===== config.mk =====
export PLATFORM = sky130hd
export DESIGN_NAME = division_control_unit
export DESIGN_NICKNAME = d
export VERILOG_FILES = /design/src/rtl/division_control_unit.sv
export SDC_FILE = /design/constraint.sdc
export NUM_CORES = 1
export LEC_CHECK = 0
export ABC_AREA = 0
export BUFFER_PORTS_ARGS = -buffer_cell sky130_fd_sc_hd__buf_2
export CORE_AREA = 2 2 144 146
export CTS_CLUSTER_DIAMETER = 100
export DETAILED_ROUTE_END_ITERATION = 8
export DIE_AREA = 0 0 146 148
export PLACE_DENSITY = 0.76
export SYNTH_ARGS = -nofsm -noshare
export SYNTH_HDL_FRONTEND = slang
export SYNTH_SLANG_ARGS = --single-unit

===== constraint.sdc =====
create_clock -name clk_i -period 2.65 [get_ports clk_i]
set_clock_uncertainty 0.2 [all_clocks]
set_input_delay 0.1325 -clock clk_i [delete_from_list [all_inputs] [get_ports clk_i]]
set_output_delay 0.1325 -clock clk_i [all_outputs]
set_load 0.03 [all_outputs]

===== src/rtl/division_control_unit.sv =====
// Sequences an external multi-cycle unsigned divider for DIV/DIVU/REM/REMU, with sign fix-up and divide-by-zero/overflow bypass.
// Optional feature: `DIVCTL_RESULT_REUSE_EN keeps the last divider result so a repeated operand pair skips the divider.
module division_control_unit (
   input  logic        clk_i,
   input  logic        rst_i,
   input  logic        valid_i,
   output logic        ready_o,
   input  logic [1:0]  op_i,
   input  logic [31:0] operand1_i,
   input  logic [31:0] operand2_i,
   input  logic        flush_i,
   output logic        div_start_o,
   output logic [31:0] div_dividend_o,
   output logic [31:0] div_divisor_o,
   input  logic        div_done_i,
   input  logic [31:0] div_quotient_i,
   input  logic [31:0] div_remainder_i,
   output logic        div_abort_o,
   output logic [31:0] result_o,
   output logic        result_valid_o,
   input  logic        result_ready_i,
   output logic        busy_o
);

   typedef enum logic [2:0] {
      S_IDLE  = 3'd0,
      S_ISSUE = 3'd1,
      S_WAIT  = 3'd2,
      S_FIX   = 3'd3,
      S_DONE  = 3'd4
   } state_t;

   state_t      r_state;
   state_t      w_next;

   logic        w_accept;
   logic        w_signed;
   logic        w_div_zero;
   logic        w_overflow;
   logic        w_hit;
   logic        w_direct;
   logic        w_capture;
   logic [31:0] w_mag1;
   logic [31:0] w_mag2;
   logic [31:0] w_ent_quo;
   logic [31:0] w_ent_rem;

   logic        r_rem_sel;
   logic        r_signed;
   logic        r_neg1;
   logic        r_neg2;
   logic        r_nocorr;
   logic [31:0] r_mag1;
   logic [31:0] r_mag2;
   logic [31:0] r_quo;
   logic [31:0] r_rem;
   logic [31:0] r_result;

   logic        w_neg_q;
   logic        w_neg_r;
   logic [31:0] w_fix_q;
   logic [31:0] w_fix_r;

   // op_i[0] selects unsigned, op_i[1] selects remainder
   assign w_signed   = ~op_i[0];
   assign w_accept   = valid_i & ready_o & ~flush_i;
   assign w_mag1     = (w_signed & operand1_i[31]) ? (~operand1_i + 32'd1) : operand1_i;
   assign w_mag2     = (w_signed & operand2_i[31]) ? (~operand2_i + 32'd1) : operand2_i;
   assign w_div_zero = (operand2_i == 32'd0);
   assign w_overflow = w_signed & (operand1_i == 32'h8000_0000) & (operand2_i == 32'hFFFF_FFFF);
   assign w_direct   = w_div_zero | w_overflow | w_hit;
   assign w_capture  = (r_state == S_WAIT) & div_done_i & ~flush_i;

`ifdef DIVCTL_RESULT_REUSE_EN
   logic        r_ent_vld;
   logic        r_ent_signed;
   logic [31:0] r_ent_op1;
   logic [31:0] r_ent_op2;
   logic [31:0] r_ent_quo;
   logic [31:0] r_ent_rem;
   logic [31:0] r_op1;
   logic [31:0] r_op2;

   // Special-case operands never reach the divider, so a hit is always a normal request
   assign w_hit     = r_ent_vld & (r_ent_op1 == operand1_i) & (r_ent_op2 == operand2_i)
                    & (r_ent_signed == w_signed);
   assign w_ent_quo = r_ent_quo;
   assign w_ent_rem = r_ent_rem;

   always_ff @(posedge clk_i or negedge rst_i) begin
      if (!rst_i) begin
         r_op1        <= 32'd0;
         r_op2        <= 32'd0;
         r_ent_vld    <= 1'b0;
         r_ent_signed <= 1'b0;
         r_ent_op1    <= 32'd0;
         r_ent_op2    <= 32'd0;
         r_ent_quo    <= 32'd0;
         r_ent_rem    <= 32'd0;
      end else begin
         if (w_accept) begin
            r_op1 <= operand1_i;
            r_op2 <= operand2_i;
         end
         if (flush_i) begin
            r_ent_vld <= 1'b0;
         end else if (w_capture) begin
            r_ent_vld    <= 1'b1;
            r_ent_signed <= r_signed;
            r_ent_op1    <= r_op1;
            r_ent_op2    <= r_op2;
            r_ent_quo    <= div_quotient_i;
            r_ent_rem    <= div_remainder_i;
         end
      end
   end
`else
   assign w_hit     = 1'b0;
   assign w_ent_quo = 32'd0;
   assign w_ent_rem = 32'd0;
`endif

   always_ff @(posedge clk_i or negedge rst_i) begin
      if (!rst_i) begin
         r_state <= S_IDLE;
      end else begin
         r_state <= w_next;
      end
   end

   always_comb begin
      w_next = r_state;
      if (flush_i) begin
         w_next = S_IDLE;
      end else begin
         unique case (r_state)
            S_IDLE:  if (w_accept) w_next = w_direct ? S_FIX : S_ISSUE;
            S_ISSUE: w_next = S_WAIT;
            S_WAIT:  if (div_done_i) w_next = S_FIX;
            S_FIX:   w_next = S_DONE;
            S_DONE:  if (result_ready_i) w_next = S_IDLE;
            default: w_next = S_IDLE;
         endcase
      end
   end

   always_comb begin
      ready_o        = 1'b0;
      div_start_o    = 1'b0;
      div_abort_o    = 1'b0;
      result_valid_o = 1'b0;
      busy_o         = 1'b1;
      unique case (r_state)
         S_IDLE: begin
            ready_o = rst_i;
            busy_o  = 1'b0;
         end
         S_ISSUE: begin
            div_start_o = ~flush_i;
            div_abort_o = flush_i;
         end
         S_WAIT:  div_abort_o    = flush_i;
         S_DONE:  result_valid_o = 1'b1;
         default: busy_o         = 1'b1;
      endcase
   end

   // Special cases load final-form raw values: the zero-divisor remainder already is the signed dividend
   always_ff @(posedge clk_i or negedge rst_i) begin
      if (!rst_i) begin
         r_rem_sel <= 1'b0;
         r_signed  <= 1'b0;
         r_neg1    <= 1'b0;
         r_neg2    <= 1'b0;
         r_nocorr  <= 1'b0;
         r_mag1    <= 32'd0;
         r_mag2    <= 32'd0;
         r_quo     <= 32'd0;
         r_rem     <= 32'd0;
         r_result  <= 32'd0;
      end else begin
         if (w_accept) begin
            r_rem_sel <= op_i[1];
            r_signed  <= w_signed;
            r_neg1    <= w_signed & operand1_i[31];
            r_neg2    <= w_signed & operand2_i[31];
            r_nocorr  <= w_div_zero | w_overflow;
            r_mag1    <= w_mag1;
            r_mag2    <= w_mag2;
            if (w_div_zero) begin
               r_quo <= 32'hFFFF_FFFF;
               r_rem <= operand1_i;
            end else if (w_overflow) begin
               r_quo <= 32'h8000_0000;
               r_rem <= 32'd0;
            end else if (w_hit) begin
               r_quo <= w_ent_quo;
               r_rem <= w_ent_rem;
            end
         end else if (w_capture) begin
            r_quo <= div_quotient_i;
            r_rem <= div_remainder_i;
         end
         if ((r_state == S_FIX) && !flush_i) begin
            r_result <= r_rem_sel ? w_fix_r : w_fix_q;
         end
      end
   end

   assign w_neg_q = r_signed & ~r_nocorr & (r_neg1 ^ r_neg2);
   assign w_neg_r = r_signed & ~r_nocorr & r_neg1;
   assign w_fix_q = w_neg_q ? (~r_quo + 32'd1) : r_quo;
   assign w_fix_r = w_neg_r ? (~r_rem + 32'd1) : r_rem;

   assign div_dividend_o = r_mag1;
   assign div_divisor_o  = r_mag2;
   assign result_o       = r_result;

endmodule


==> results of run 1 <==
==> synthesized netlist by cell type (5+ instances only) <==
cell        n
nand2_1   253
dfrtp_1   168
o21ai_1    74
clkbuf_1   66
o211ai_1   64
xnor2_1    64
nor2_1     53
xor2_1     53
a21oi_1    36
o21ai_0    35
o21a_1     33
nor3_1     29
a31oi_1    19
inv_1      18
o221ai_1   15
o31ai_1    15
nor4_1     13
nand4_1    12
or4_1      12
o41ai_1     9
nand3_1     8
or3_1       7
and3_1      6
buf_1       6
a41oi_1     5
and2_1      5
ha_1        5
nand2b_1    5
==> per-stage QoR <==
stage / worst slack, ns / TNS [ns] / std cells / area, µm²
after global routing: -0.0265 / -0.0798 / 1804 / 13700
after detailed placement: -0.0720 / -0.860 / 1623 / 11500
final: -0.00771 / -0.00771 / 1804 / 13700
after global placement: -0.0243 / -0.261 / 1623 / 11500
after floorplan: 0.0250 / 0 / 1134 / 9700
after CTS: 0.00728 / 0 / 1799 / 13500
==> worst min-delay path, cell delays in order <==
cell and delay (ns):
buf_2 0.11, nor2_1 0.05, a21oi_1 0.15, xnor2_1 0.13, o21ai_1 0.05
==> per-layer routing <==
| layer | GRT usage, % | wire [µm] |
|---|---|---|
| met1 | 41.0 | 13500 |
| met2 | 47.5 | 15700 |
| met3 | 6.23 | 3210 |
| met4 | 14.2 | 1380 |
| met5 | 0 | 0 |
==> layout make-up <==
cell class | count | area (µm²) | share of cell area, %
Antenna cell | 1 | 2.50 | 0.0183
Sequential cell | 168 | 4200 | 30.7
Clock buffer | 19 | 453 | 3.31
Multi-Input combinational cell | 871 | 5230 | 38.3
Clock inverter | 13 | 135 | 0.988
Timing Repair Buffer | 443 | 3240 | 23.7
Inverter | 19 | 71.3 | 0.522
Tap cell | 270 | 338 | 2.47
==> cell families (layout without fill, tap and decap cells) <==
| logic type | count (synthesis) | in the layout | synth area share [%] |
|---|---|---|---|
| AOI/OAI and AO/OA | 312 | 312 | 20.6 |
| xor gates and xnor gates | 117 | 117 | 10.6 |
| adders and majority gates | 5 | 5 | 0.645 |
| buffers and inverters | 95 | 494 | 3.73 |
| DFF | 168 | 168 | 43.4 |
| muxes | 7 | 7 | 0.775 |
| other | 0 | 1 | 0 |
| and+or+nand+nor | 430 | 430 | 20.3 |
==> final timing paths <==
check                               start                 end  slack (ns)  cells past startpoint
max                         operand2_i[4]    div_divisor_o[7]      -0.008                      8
min                        operand1_i[11]  div_dividend_o[12]        0.03                      5
max reg2reg                    r_state[2]   div_divisor_o[31]        0.11                      6
min reg2reg                   result_o[6]         result_o[6]        0.27                      2
max in group asynchronous           rst_i    div_divisor_o[5]        0.86                      3
min in group asynchronous           rst_i   div_divisor_o[12]        0.28                      3
==> state kept, by name, summed over array words and instances, names as in the netlist <==
signal          flops
r_rem_sel           1
div_divisor_o      32
r_quo              32
r_signed            1
result_o           32
div_dividend_o     32
r_nocorr            1
r_neg2              1
r_rem              32
r_state             3
r_neg1              1
==> power by group through the flow <==
| stage | sequential, mW | combinational (mW) | clock (mW) |
|---|---|---|---|
| finish | 3.91 | 3.94 | 2.50 |
| global route | 3.99 | 4.30 | 2.63 |
| CTS | 3.87 | 3.86 | 2.53 |
| detailed placement | 3.90 | 3.66 | 0 |
| global placement | 3.89 | 3.57 | 0 |
| floorplan | 4.43 | 1.79 | 0 |
==> layout by cell type (no fill, tap or decap), types with 19 or more instances in the layout <==
cell type      count
o21ai_1           74
xor2_1            53
xnor2_1           64
nor2_1            52
buf_2            235
nor3_1            27
a31oi_1           19
dfrtp_1          168
a21oi_1           36
dlygate4sd3_1    144
clkbuf_16         19
o21a_1            33
o211ai_1          64
o21ai_0           35
buf_4             52
nand2_1          253
==> what timing repair did <==
item | in CTS | in global routing
hold buffers | 144 | 0
endpoints found under the hold margin | 301 | 0
buffers inserted | 0 | 2
setup endpoints to repair | 0 | 44
resized for setup | 0 | 20
==> metrics.yaml, run 1 <==
status: "finished, violations left"
violations: "negative setup slack"
finalPower_mw: 10.4
fill_cells: 1522
hpwl_mm: 21.7
start_util_pct: 48.4
dieHeight_um: 148
critPathArrivalTime_ns: 2.74
critPathTopFamily: "buffers and inverters"
cts_tree: "yes"
vias_per_cell: 5.78
firstDrtPassIters: 6
clock-sinks: 168
crit_path_end_kind: "flip-flop"
hold_violations: 0
wl_per_cell_um: 18.7
synth.yosys.seq_area_share_pct: 43.4
hold_class: "primary input to flip-flop"
combPwrFrac_pct: 38.1
crit_buf_inv: 3
cp_cell_sequence: "dlygate4sd3_1 -> buf_2 -> nor3_1 -> nand2_1 -> o31ai_1 -> xor2_1 -> dlygate4sd3_1 -> o21ai_1"
cap_violations: 0
async_flop_share_pct: 100
vias: 10400
cp.required_ns: 2.73
fin_crit_sh_pct: 100
syn_area_per_cell_um2: 8.55
syn_inst: 1134
clockBufferDepth: 2
synth.largest_area_cell: "dfrtp_1"
hold_ws_ns: 0.0310
drc: 0
htreeDepth: 4
clock-root-buffer: "clkbuf_16"
drt_iter0_drc: 1006
syn2layout_area_growth_pct: 41.1
crit_top_cell: "dlygate4sd3_1"
post-route-min-period_ns: 2.66
power_density_nw_per_um2: 757
yosys_most_used_dff: "dfrtp_1"
clock.fmax_mhz: 376
startpoint_type: "primary input"
slew_viol_final: 0
io-pin-count: 237
routed_wl_mm: 33.7
final_util_pct: 68.2
coreArea_um2: 20000
internal_power_mw: 6.22
synthesis.area_um2: 9690
final_nets: 1661
io_buffer_count: 236
grt_util_all_layers_pct: 30.4
critPathMaxFanout: 4
slowest_delay_ns: 0.56
finalSetupViolations: 1
globalRouteOverflowTotal: 0
ir_worst_vdd_mv: 0.577
postRouteAntennaNets: 0
synth_seq_cells: 168
worst-setup-path-type: "primary input to flip-flop"
critPathSlowestCell: "dlygate4sd3_1"
antenna_found_initial: 1
worst_pin_slew_ns: 0.925
synth_top_cell_area_share_pct: 43.4
clock_power_share_pct: 24.2
die_width_um: 146
leakagePower_nw: 6.21
die_area_um2: 21600
power_frac_seq_pct: 37.8
path_clk_slew_ns: 0.07
synth_warnings: 0
clk-insertion-delay-late_ns: 0.43
finalWorstSetupSlack_ns: -0.00771
place_congestion: 0.900
drive_gt1_share_pct: 23.4
cts_buffers: 17
synthesis.nets: 1275
grt_first_pass_wirelength_mm: 52.8
row_count: 52
synth_area_leaders: "dfrtp_1, nand2_1, xnor2_1"
grt_pass1_vias: 10100
slew_headroom_pct: 38.1
ys_types: 51
synth-edff-count: 0
grt_start_max_net_pins: 150
p_sw_share_pct: 39.9
p_switching_mw: 4.13
No activity file was read; power rests on OpenSTA's default activity.
==> inputs of run 2 (changes only) <==
--- a/config.mk
+++ b/config.mk
@@ -5,13 +5,14 @@
 export SDC_FILE = /design/constraint.sdc
 export NUM_CORES = 1
 export LEC_CHECK = 0
-export ABC_AREA = 0
+export ABC_AREA = 1
 export BUFFER_PORTS_ARGS = -buffer_cell sky130_fd_sc_hd__buf_2
-export CORE_AREA = 2 2 144 146
+export CORE_AREA = 2 2 152 154
 export CTS_CLUSTER_DIAMETER = 100
 export DETAILED_ROUTE_END_ITERATION = 8
-export DIE_AREA = 0 0 146 148
+export DIE_AREA = 0 0 154 156
 export PLACE_DENSITY = 0.76
 export SYNTH_ARGS = -nofsm -noshare
 export SYNTH_HDL_FRONTEND = slang
 export SYNTH_SLANG_ARGS = --single-unit
+export TNS_END_PERCENT = 20
==> metrics.yaml, run 2 <==
status: "finished, violations left"
synth.largest_area_cell: "dfrtp_1"
cap_violations: 0
io-pin-count: 237
routed_wl_mm: 38.3
die_width_um: 154
grt_first_pass_wirelength_mm: 61.2
leakagePower_nw: 7.49
yosys_most_used_dff: "dfrtp_1"
antenna_found_initial: 1
dieHeight_um: 156
post-route-min-period_ns: 2.78
synth_top_cell_area_share_pct: 38.0
ir_worst_vdd_mv: 0.454
fin_area_um2: 14600
violations: "negative setup slack"
placed_cell_area_um2: 12500
syn2layout_area_growth_pct: 32.0
die_area_um2: 24000
slew_viol_final: 0
clock-sinks: 168
crit_path_end_kind: "flip-flop"
clockBufferDepth: 2
finalSetupViolations: 1
finalPower_mw: 10.0
diodes: 0
io_buffer_count: 236
critPathArrivalTime_ns: 2.96
row_count: 55
hold_violations: 0
syn_inst: 1686
power_density_nw_per_um2: 685
path_clk_slew_ns: 0.08
worst_pin_slew_ns: 0.801
ys_types: 39
clk-insertion-delay-late_ns: 0.44
clock-root-buffer: "clkbuf_16"
final_cell_mix: "nand2_1, buf_2, nand3_1"
synth_warnings: 0
worst-setup-path-type: "primary input to flip-flop"
vias_per_cell: 5.45
rsz0062_at_grt: "yes"
grt_util_all_layers_pct: 31.9
place_congestion: 0.950
final_nets: 2178
cp.required_ns: 2.83
globalRouteOverflowTotal: 0
clock.fmax_mhz: 360
drt_iter0_drc: 1330
drive_gt1_share_pct: 16.2
synth.yosys.seq_area_share_pct: 38.0
coreArea_um2: 22400
synthesis.nets: 1827
grt_start_max_net_pins: 73
synth-edff-count: 0
netlist_top_cells_count: "nand2_1, nand3_1, nor2_1"
grt_pass1_vias: 11800
fin_crit_sh_pct: 105
synthesis.area_um2: 11100
syn_area_per_cell_um2: 6.57
firstDrtPassIters: 6
htreeDepth: 4
cts_buffers: 17
slew_headroom_pct: 46.5
postRouteAntennaNets: 0
fin_setup_tns_ns: -0.127
critPathMaxFanout: 3
final_common_cell: "nand2_1"
cts_tree: "yes"
hold_class: "primary input to flip-flop"
wl_per_cell_um: 16.4
drc: 0
vias: 12700
async_flop_share_pct: 100
synth_seq_cells: 168
hpwl_mm: 26.4
finalWorstSetupSlack_ns: -0.127
startpoint_type: "primary input"
synth_area_leaders: "dfrtp_1, nand2_1, nand3_1"
start_util_pct: 49.5
yosysMostFrequentCell: "nand2_1"
dp_slack_ns: 0.279
[run 2: cells by family after synthesis]
group / share of synthesized area [%]
AO/OA/AOI/OAI: 11.0
AND/OR/NAND/NOR: 39.5
XOR/XNOR: 2.93
buffers and inverters: 7.97
flip-flops: 38.0
adder cells (fa/ha/maj): 0.565
[run 2: layout make-up]
| class | instances | area, µm² |
|---|---|---|
| fillers | 1987 | 7750 |
| clock buffers | 21 | 460 |
| multi-input cells | 1310 | 6050 |
| well taps | 285 | 357 |
| flip-flops and latches | 168 | 4200 |
| inverters | 136 | 513 |
| clock inverters | 10 | 166 |
| repair buffers | 404 | 2870 |
[run 2: power breakdown]
group,leakage [nW],internal (mW),switching (mW)
clock,0.300,1.63,1.12
combinational,5.09,1.24,2.39
sequential,2.10,3.08,0.547
[run 2: path summary, 6_finish.rpt]
kind                            cells past startpoint  slack [ns]      startpoint                 end
worst max-delay path                               11       -0.13  operand1_i[21]  div_dividend_o[26]
worst min-delay path                                5        0.02         op_i[0]    div_divisor_o[1]
worst max register to register                     12        0.09      r_state[0]  div_dividend_o[31]
worst min register to register                      2        0.27    result_o[30]        result_o[30]
max in group asynchronous                           4        0.74           rst_i  div_dividend_o[29]
min in group asynchronous                           3        0.25           rst_i           r_quo[27]
[run 2: timing repair]
action / CTS / global route
setup endpoints to repair: 0 / 7
resized for setup: 0 / 15
hold buffers: 145 / 0
buffers inserted: 0 / 0
hold endpoints to repair: 185 / 0
[run 2: metal layers]
| layer | routed length [µm] | part of all wire (%) | global-route usage, % | vias up |
|---|---|---|---|---|
| li1 | - | - | - | 6163 |
| met1 | 16600 | 43 | 43.7 | 5837 |
| met4 | 1440 | 3.8 | 13.4 | 2 |
| met2 | 17300 | 45 | 50.3 | 603 |
| met5 | 13 | 0.034 | 0 | - |
| met3 | 2830 | 7.4 | 5.22 | 110 |
[run 2: critical path, cell delays in order]
cell	delay, ns
dlygate4sd3_1	0.57
buf_2	0.17
inv_1	0.11
nand3_2	0.13
o41ai_4	0.34
nand2_1	0.11
nand2_1	0.10
dlygate4sd3_1	0.57
nand3_1	0.08
dlygate4sd3_1	0.57
nand2_1	0.06
[run 2: per-stage QoR]
| step | hold slack [ns] | instances | util (%) |
|---|---|---|---|
| floorplan | -0.363 | 1686 | - |
| detailed placement | 0.144 | 2159 | 55.8 |
| global placement | 0.144 | 2159 | 55.8 |
| CTS | 0.00619 | 2335 | 65.1 |
| global route | 0.0385 | 2334 | 65.3 |
| finish | 0.0187 | 2334 | 65.3 |
